<file path="src/rtl/time_keeper.sv">
// Time-of-day core: divides clk to a 1 s tick and keeps hh:mm:ss with load, freeze, 12/24 h view and rollover strobes.
// Optional alarm comparator is compiled in when TIME_KEEPER_ALARM_EN is defined.
module time_keeper #(
  parameter int CLK_DIV   = 100000000,
  parameter int DIV_W     = 27,
  parameter int RING_SECS = 60
) (
  input  logic       clk,
  input  logic       rst_n,
  input  logic       run,
  input  logic       set_valid,
  input  logic [5:0] set_hour,
  input  logic [5:0] set_minute,
  input  logic [5:0] set_second,
  input  logic       mode12,
  output logic       set_ack,
  output logic       set_err,
  output logic [5:0] hour,
  output logic [5:0] minute,
  output logic [5:0] second,
  output logic [5:0] disp_hour,
  output logic       pm,
  output logic       sec_tick,
  output logic       min_tick,
  output logic       hour_tick,
  output logic       day_tick,
  input  logic       alarm_en,
  input  logic [5:0] alarm_hour,
  input  logic [5:0] alarm_minute,
  input  logic       alarm_clr,
  output logic       alarm_ring
);

  localparam logic [DIV_W-1:0] DIV_LAST = DIV_W'(CLK_DIV - 1);

  logic [DIV_W-1:0] div_cnt;
  logic             tick_now;
  logic             tick_take;
  logic             load_ok;
  logic             load_bad;
  logic             sec_wrap;
  logic             min_wrap;
  logic             hr_wrap;
  logic [5:0]       nxt_hour;
  logic [5:0]       nxt_minute;
  logic [5:0]       nxt_second;

  always_comb begin
    load_ok  = set_valid && (set_hour < 6'd24) && (set_minute < 6'd60) && (set_second < 6'd60);
    load_bad = set_valid && !load_ok;
    tick_now = run && (div_cnt == DIV_LAST);
    // an accepted load owns the edge; its second restarts from zero
    tick_take = tick_now && !load_ok;
  end

  always_comb begin
    sec_wrap   = (second == 6'd59);
    min_wrap   = (minute == 6'd59);
    hr_wrap    = (hour == 6'd23);
    nxt_second = sec_wrap ? 6'd0 : second + 6'd1;
    nxt_minute = minute;
    nxt_hour   = hour;
    if (sec_wrap) begin
      nxt_minute = min_wrap ? 6'd0 : minute + 6'd1;
      if (min_wrap) nxt_hour = hr_wrap ? 6'd0 : hour + 6'd1;
    end
  end

  always_ff @(posedge clk or negedge rst_n) begin
    if (!rst_n) begin
      div_cnt   <= '0;
      hour      <= '0;
      minute    <= '0;
      second    <= '0;
      set_ack   <= 1'b0;
      set_err   <= 1'b0;
      sec_tick  <= 1'b0;
      min_tick  <= 1'b0;
      hour_tick <= 1'b0;
      day_tick  <= 1'b0;
    end else begin
      set_ack   <= load_ok;
      set_err   <= load_bad;
      sec_tick  <= tick_take;
      min_tick  <= tick_take && sec_wrap;
      hour_tick <= tick_take && sec_wrap && min_wrap;
      day_tick  <= tick_take && sec_wrap && min_wrap && hr_wrap;
      if (load_ok) begin
        hour    <= set_hour;
        minute  <= set_minute;
        second  <= set_second;
        div_cnt <= '0;
      end else if (tick_now) begin
        hour    <= nxt_hour;
        minute  <= nxt_minute;
        second  <= nxt_second;
        div_cnt <= '0;
      end else if (run) begin
        div_cnt <= div_cnt + 1'b1;
      end
    end
  end

  always_comb begin
    pm        = (hour >= 6'd12);
    disp_hour = hour;
    if (mode12) begin
      if (hour == 6'd0)       disp_hour = 6'd12;
      else if (hour > 6'd12)  disp_hour = hour - 6'd12;
    end
  end

`ifdef TIME_KEEPER_ALARM_EN
  // state    | meaning
  // ALM_IDLE | not ringing, waiting for a time match
  // ALM_RING | ringing; ring_cnt counts seconds since the match
  typedef enum logic {ALM_IDLE, ALM_RING} alm_state_t;

  localparam logic [5:0] RING_LAST = 6'(RING_SECS - 1);

  alm_state_t alm_state;
  alm_state_t alm_next;
  logic [5:0] ring_cnt;
  logic [5:0] ring_cnt_next;
  logic       alm_match;
  logic       alm_clear;

  always_comb begin
    alm_match = tick_take && alarm_en && (nxt_hour == alarm_hour) &&
                (nxt_minute == alarm_minute) && (nxt_second == 6'd0);
    alm_clear = alarm_clr || !alarm_en;
  end

  always_ff @(posedge clk or negedge rst_n) begin
    if (!rst_n) begin
      alm_state <= ALM_IDLE;
      ring_cnt  <= '0;
    end else begin
      alm_state <= alm_next;
      ring_cnt  <= ring_cnt_next;
    end
  end

  always_comb begin
    alm_next      = alm_state;
    ring_cnt_next = ring_cnt;
    case (alm_state)
      ALM_IDLE: begin
        if (alm_match && !alm_clear) begin
          alm_next      = ALM_RING;
          ring_cnt_next = '0;
        end
      end
      ALM_RING: begin
        if (alm_clear) begin
          alm_next      = ALM_IDLE;
          ring_cnt_next = '0;
        end else if (alm_match) begin
          ring_cnt_next = '0;
        end else if (tick_take) begin
          if (ring_cnt == RING_LAST) begin
            alm_next      = ALM_IDLE;
            ring_cnt_next = '0;
          end else begin
            ring_cnt_next = ring_cnt + 6'd1;
          end
        end
      end
      default: begin
        alm_next      = ALM_IDLE;
        ring_cnt_next = '0;
      end
    endcase
  end

  assign alarm_ring = (alm_state == ALM_RING);
`else
  logic unused_alarm;
  assign unused_alarm = ^{alarm_en, alarm_hour, alarm_minute, alarm_clr, 6'(RING_SECS)};
  assign alarm_ring   = 1'b0;
`endif

endmodule

</file>
<file path="config.mk">
export PLATFORM = sky130hd
export DESIGN_NAME = time_keeper
export DESIGN_NICKNAME = d
export VERILOG_FILES = /design/src/rtl/time_keeper.sv
export SDC_FILE = /design/constraint.sdc
export NUM_CORES = 1
export LEC_CHECK = 0
export BUFFER_PORTS_ARGS = -buffer_cell sky130_fd_sc_hd__buf_2
export CORE_MARGIN = 1.5
export CORE_UTILIZATION = 40
export DETAILED_ROUTE_END_ITERATION = 16
export SLEW_MARGIN = 20
export SYNTH_ARGS = -nofsm -noshare
export SYNTH_HDL_FRONTEND = slang
export SYNTH_SLANG_ARGS = --single-unit
</file>
<file path="constraint.sdc">
create_clock -name clk -period 6 [get_ports clk]
set_input_delay 1.2 -clock clk [delete_from_list [all_inputs] [get_ports clk]]
set_output_delay 1.2 -clock clk [all_outputs]
set_load 0.005 [all_outputs]
</file>
* Yosys cells after proc, flatten, opt, wreduce, memory -nomap -nowiden
Cells that the tools add are included.
Storage, ports and cells: output and inout port bits 32, word-level logic and storage cells 59, bits in registers 51, bits of input ports 37
Cells by class: order comparisons 5, $add $sub $neg 5, reduce and logical (&&, ||, !) cells 17, eq/ne operators 4, muxes and demuxes 18
Operators with widths (number):
- 6-bit two-way mux | 15
- 27-bit two-way mux | 3
- 27-bit by 1-bit adder with 27-bit output, second input constant | 1
- 27-bit equality test, second input constant | 1
- 6-bit by 1-bit adder with 6-bit output, second input constant | 3
- 6-bit equality test, second input constant | 2
- 6-bit less-than comparator, second input constant | 2
- 1-bit logical AND | 9
- 6-bit by 5-bit equality test with 1-bit output, second input constant | 1
- 6-bit by 4-bit >= comparator with 1-bit output, second input constant | 1
- 6-bit by 4-bit > comparator with 1-bit output, second input constant | 1
- 6-bit zero test | 1
- 6-bit by 5-bit less-than comparator with 1-bit output, second input constant | 1
- 2-bit nonzero test | 3
- 6-bit by 4-bit subtractor with 6-bit output, second input constant | 1
- 3-bit AND reduction | 1
- 3-bit nonzero test | 1
- 2-bit AND reduction | 1
- 1-bit zero test | 1

* Depth between registers and ports, before layout
word-level depth 9, mapped depth 8, gate-level depth less buffers 7

* Worst setup path after synthesis
No wires, ideal clock.
path kind input-to-output, start point input port mode12, end point output port disp_hour[5], cell stages on the path 3, path slack 3.079 ns, data arrival time 1.721 ns, path through nand2_1 a211oi_1 xor2_1
Between the ends: word-level cells in the longest chain between the ends 1
Ends and longest elaborated chain:
- from (decl) | RTL line 15 | input logic mode12,
- 6-bit two-way mux | RTL line 107 | if (mode12) begin
- to (decl) | RTL line 21 | output logic [5:0] disp_hour,
No other way between the ends.

* Worst setup path after layout
start point register hour[3], end point output port disp_hour[5]
Between the ends: word-level cells in the longest chain between the ends 4, elaborated cells on any way between the ends 6, those cells by class add/sub (1); order compare (1); mux (3); reduce/logical (1)
Ends and longest elaborated chain:
- from (decl) | RTL line 18 | output logic [5:0] hour,
- from (signal assigned) | RTL line 89 | hour <= set_hour;
- from (signal assigned) | RTL line 94 | hour <= nxt_hour;
- 6-bit by 4-bit subtractor with 6-bit output / 6-bit by 4-bit > comparator with 1-bit output (equally long branches) | RTL line 109 | else if (hour > 6'd12) disp_hour = hour - 6'd12;
- 6-bit two-way mux | RTL line 109
- 6-bit two-way mux * | RTL line 108 | if (hour == 6'd0) disp_hour = 6'd12;
- 6-bit two-way mux * | RTL line 107
Every way passes the cells marked *; elsewhere a longest branch is shown, timed or not.

==> flow_metrics.env <==
export IMPL_yosysSeqAreaShare_pct=41.94
export IMPL_reg2reg_depth=6
export IMPL_antenna_cells=0
export IMPL_layout_setup_ws_ps=2777
export IMPL_critPathKind="reg2out"
export IMPL_hold_viol=0
export IMPL_area_growth_pct=14.60
export IMPL_yosysTopAreaCell="dfrtp_1"
export IMPL_hp_class="reg2reg"
export IMPL_die_area_um2=8140
export IMPL_cts_repair_resized=0
export IMPL_worst_pin_slew_ps=771.2
export IMPL_ff2ff_setup_slack_ps=3310
export IMPL_dp_slack_ps=2558
export IMPL_min_to="div_cnt[26]"
export IMPL_grt_pass1_wl_um=12500
export IMPL_path_clk_slew_ps=90
export IMPL_synth_edf_count=0
export IMPL_synth_compound_area_share_pct=9.128
export IMPL_cpPeakStageDelay_ps=520
export IMPL_p_leak_nw=1.536
export IMPL_whs_path_depth=2
export IMPL_fmax_mhz=310.3
export IMPL_drt_antenna_violating_nets=0
export IMPL_hpwl_um=4927
export IMPL_viasPerCell=5.360
export IMPL_setup_tns_ps=0
export IMPL_ys_flop_type="dfrtp_1"
export IMPL_slew_violations=0
export IMPL_finalCritPeriodShare_pct=53.71
export IMPL_synthCells=347
export IMPL_crit_required_ps=4800
export IMPL_final_cell_mix="buf_2 (53), dfrtp_1 (51), nor2_1 (49)"
export IMPL_num_vias=2637
export IMPL_met1Wirelength_um=3480
export IMPL_routedWlPerCell_um=14.59
export IMPL_clk_latency_ps=300
export IMPL_maxSlewHeadroom_pct=48.16
export IMPL_status="complete, no violations"
export IMPL_syn_area_per_cell_um2=8.769
export IMPL_drtPass1Iterations=4
export IMPL_ys_async_sr_fraction_pct=100.0
export IMPL_yosys_area_share_simple_pct=34.13
export IMPL_antenna_found_initial=0
export IMPL_grt_pass1_vias=2650
export IMPL_n_fill_cell=768
export IMPL_numCtsBuffers=5
export IMPL_synth_nets=392
export IMPL_drt_iter0_markers=146
export IMPL_synth_adder_area_share_pct=3.289
export IMPL_min_delay_start="div_cnt[26]"
export IMPL_critPathSlowestCell="dfrtp_1"
export IMPL_io_pins=69
export IMPL_multi_input_area_um2=1655
export IMPL_dieHeight_um=90.22
export IMPL_clk_path_buf_depth=2
export IMPL_mostFrequentLayoutCell="buf_2"
export IMPL_path_cells="ha_1 -> inv_1 -> o21ai_0 -> nand2_1 -> a211oi_1 -> xor2_1 -> buf_2"
export IMPL_cts_tree="yes"
export IMPL_ys_ff_latch=51
export IMPL_gp_congestion=0.7735
export IMPL_root_buffer="clkbuf_8"
export IMPL_cts_hold_buf=0
export IMPL_fin_total_pwr_w=0.0008411
export IMPL_num_rows=31
export IMPL_synth_area_leaders="dfrtp_1 (42%), nor2_1 (6.0%), a31oi_1 (3.7%)"
export IMPL_worstSetupStartpointType="flop"
export IMPL_crit_arrival_ps=2020
export IMPL_power_density_nw_per_um2=241.2
export IMPL_regArea_um2=1276
export IMPL_irDropWorstVdd_v=0.0001535
export IMPL_syn_area_um2=3043
export IMPL_clock_skew_final_ps=9.200
export IMPL_nets=437
export IMPL_grtUsageTotal_pct=18.53
export IMPL_endpoint_kind="primary output"
export IMPL_synth_mux_area_fraction_pct=1.686
export IMPL_wirelength_um=7179
export IMPL_finalSetupViolations=0
export IMPL_r2r_start="div_cnt[0]"
export IMPL_cts_setup_buffers=0
export IMPL_place_area_um2=3369
export IMPL_synth_xor_area_share_pct=6.044
export IMPL_critPathMaxFanout=9
export IMPL_met3_length_um=308
export IMPL_grt_ovfl_total=0
export IMPL_rsz0062_at_grt="no"
export IMPL_die_width_um=90.22
export IMPL_drive_gt1_share_pct=18.83
export IMPL_reg2reg_to="div_cnt[19]"
export IMPL_cts_htree_levels=2
export IMPL_stdcell_count=492
export IMPL_initial_core_util_pct=41.73
export IMPL_routed_top_layer="met4"
export IMPL_drc=0
export IMPL_cts_sinks=51
export IMPL_port_buffers=53
export IMPL_fin_area_um2=3487
export IMPL_min_period_ps=3223
export IMPL_grt_max_degree=52
export IMPL_core_area_um2=7292
export IMPL_met2_length_um=3338
export IMPL_netlist_area_leader_share_pct=41.94
export IMPL_synth_top_family_by_area="simple AND/OR/NAND/NOR gates"
export IMPL_dp_cells=484
export IMPL_ys_types=44
export IMPL_ys_warn_count=0
export IMPL_max_cap_viol_count=0
## state kept, by name (all words and copies together), names as in the netlist
signal,count
min_tick,1
set_err,1
div_cnt,27
minute,6
set_ack,1
hour,6
day_tick,1
second,6
hour_tick,1
sec_tick,1
## report_power, final
| group | switching [W] | internal (W) | total, W |
|---|---|---|---|
| Combinational | 0.0000880 | 0.0000781 | 0.000166 |
| Sequential | 0.0000459 | 0.000378 | 0.000423 |
| Clock | 0.000116 | 0.000135 | 0.000252 |
| Total | 0.000250 | 0.000591 | 0.000841 |
## area by class of cell
type	instances	share of cell area [%]
Clock buffer	6	2.368
Inverter	11	1.184
Timing Repair Buffer	54	7.822
Tap cell	99	3.552
Sequential cell	51	36.60
Clock inverter	2	1.005
Multi-Input combinational cell	269	47.47
## per-stage QoR
step	util [%]	hold slack (ps)
4_1_cts	47.82	565.2
3_3_place_gp	46.21	526.3
6_report	47.82	560.6
2_1_floorplan	-	494.4
5_1_grt	47.82	580.1
3_5_place_dp	46.21	541.7
## cells in the mapped netlist (2+ instances only)
| library cell | n |
|---|---|
| a21oi_1 | 6 |
| a31oi_1 | 18 |
| and2_1 | 10 |
| and3_1 | 6 |
| and4_1 | 6 |
| buf_2 | 2 |
| buf_4 | 2 |
| clkbuf_1 | 12 |
| dfrtp_1 | 51 |
| ha_1 | 8 |
| inv_1 | 9 |
| mux2i_1 | 4 |
| nand2_1 | 28 |
| nand2b_1 | 2 |
| nand3_1 | 21 |
| nand3b_1 | 4 |
| nand4_1 | 11 |
| nand4b_1 | 6 |
| nor2_1 | 49 |
| nor2b_1 | 6 |
| nor3_1 | 7 |
| nor3b_1 | 2 |
| nor4_1 | 2 |
| nor4_2 | 3 |
| nor4b_1 | 2 |
| o21ai_0 | 17 |
| o31ai_1 | 2 |
| or2_2 | 3 |
| or3_1 | 12 |
| or3b_2 | 2 |
| or4_1 | 2 |
| xnor2_1 | 11 |
| xor2_1 | 10 |
## how the worst max path moves through the flow
stage,cells after the start,from,to,slack [ps]
after detailed placement,8,set_minute[3],div_cnt[13],2560
after CTS,7,hour[3],disp_hour[5],2740
after global routing,7,hour[3],disp_hour[5],2550
after global placement,8,set_minute[3],div_cnt[13],2620
final,7,hour[3],disp_hour[5],2780
after floorplan,3,mode12,disp_hour[5],3080
## critical path: cells and delay by family (launching register included)
family          cells  cell delay (ps)
xor+xnor            1              160
compound gates      2              430
simple gates        1              130
flops               1              520
buf+inv             2              190
fa+ha+maj           1              290
## per-layer routing
layer  GRT usage [%]  vias up
li1                -     1320
met1           24.77     1262
met2           30.87       50
met3           3.384        5
met4           4.762        0
met5               0        -
## kinds of logic after synthesis
logic type,count (synthesis)
multiplexers,5
flip-flops,51
AND/OR/NAND/NOR,187
XOR/XNOR,21
adder cells (fa/ha/maj),8
other,1
AO/OA/AOI/OAI,47
buffers and inverters,27
Note: power is estimated with default switching activity, not from simulation.
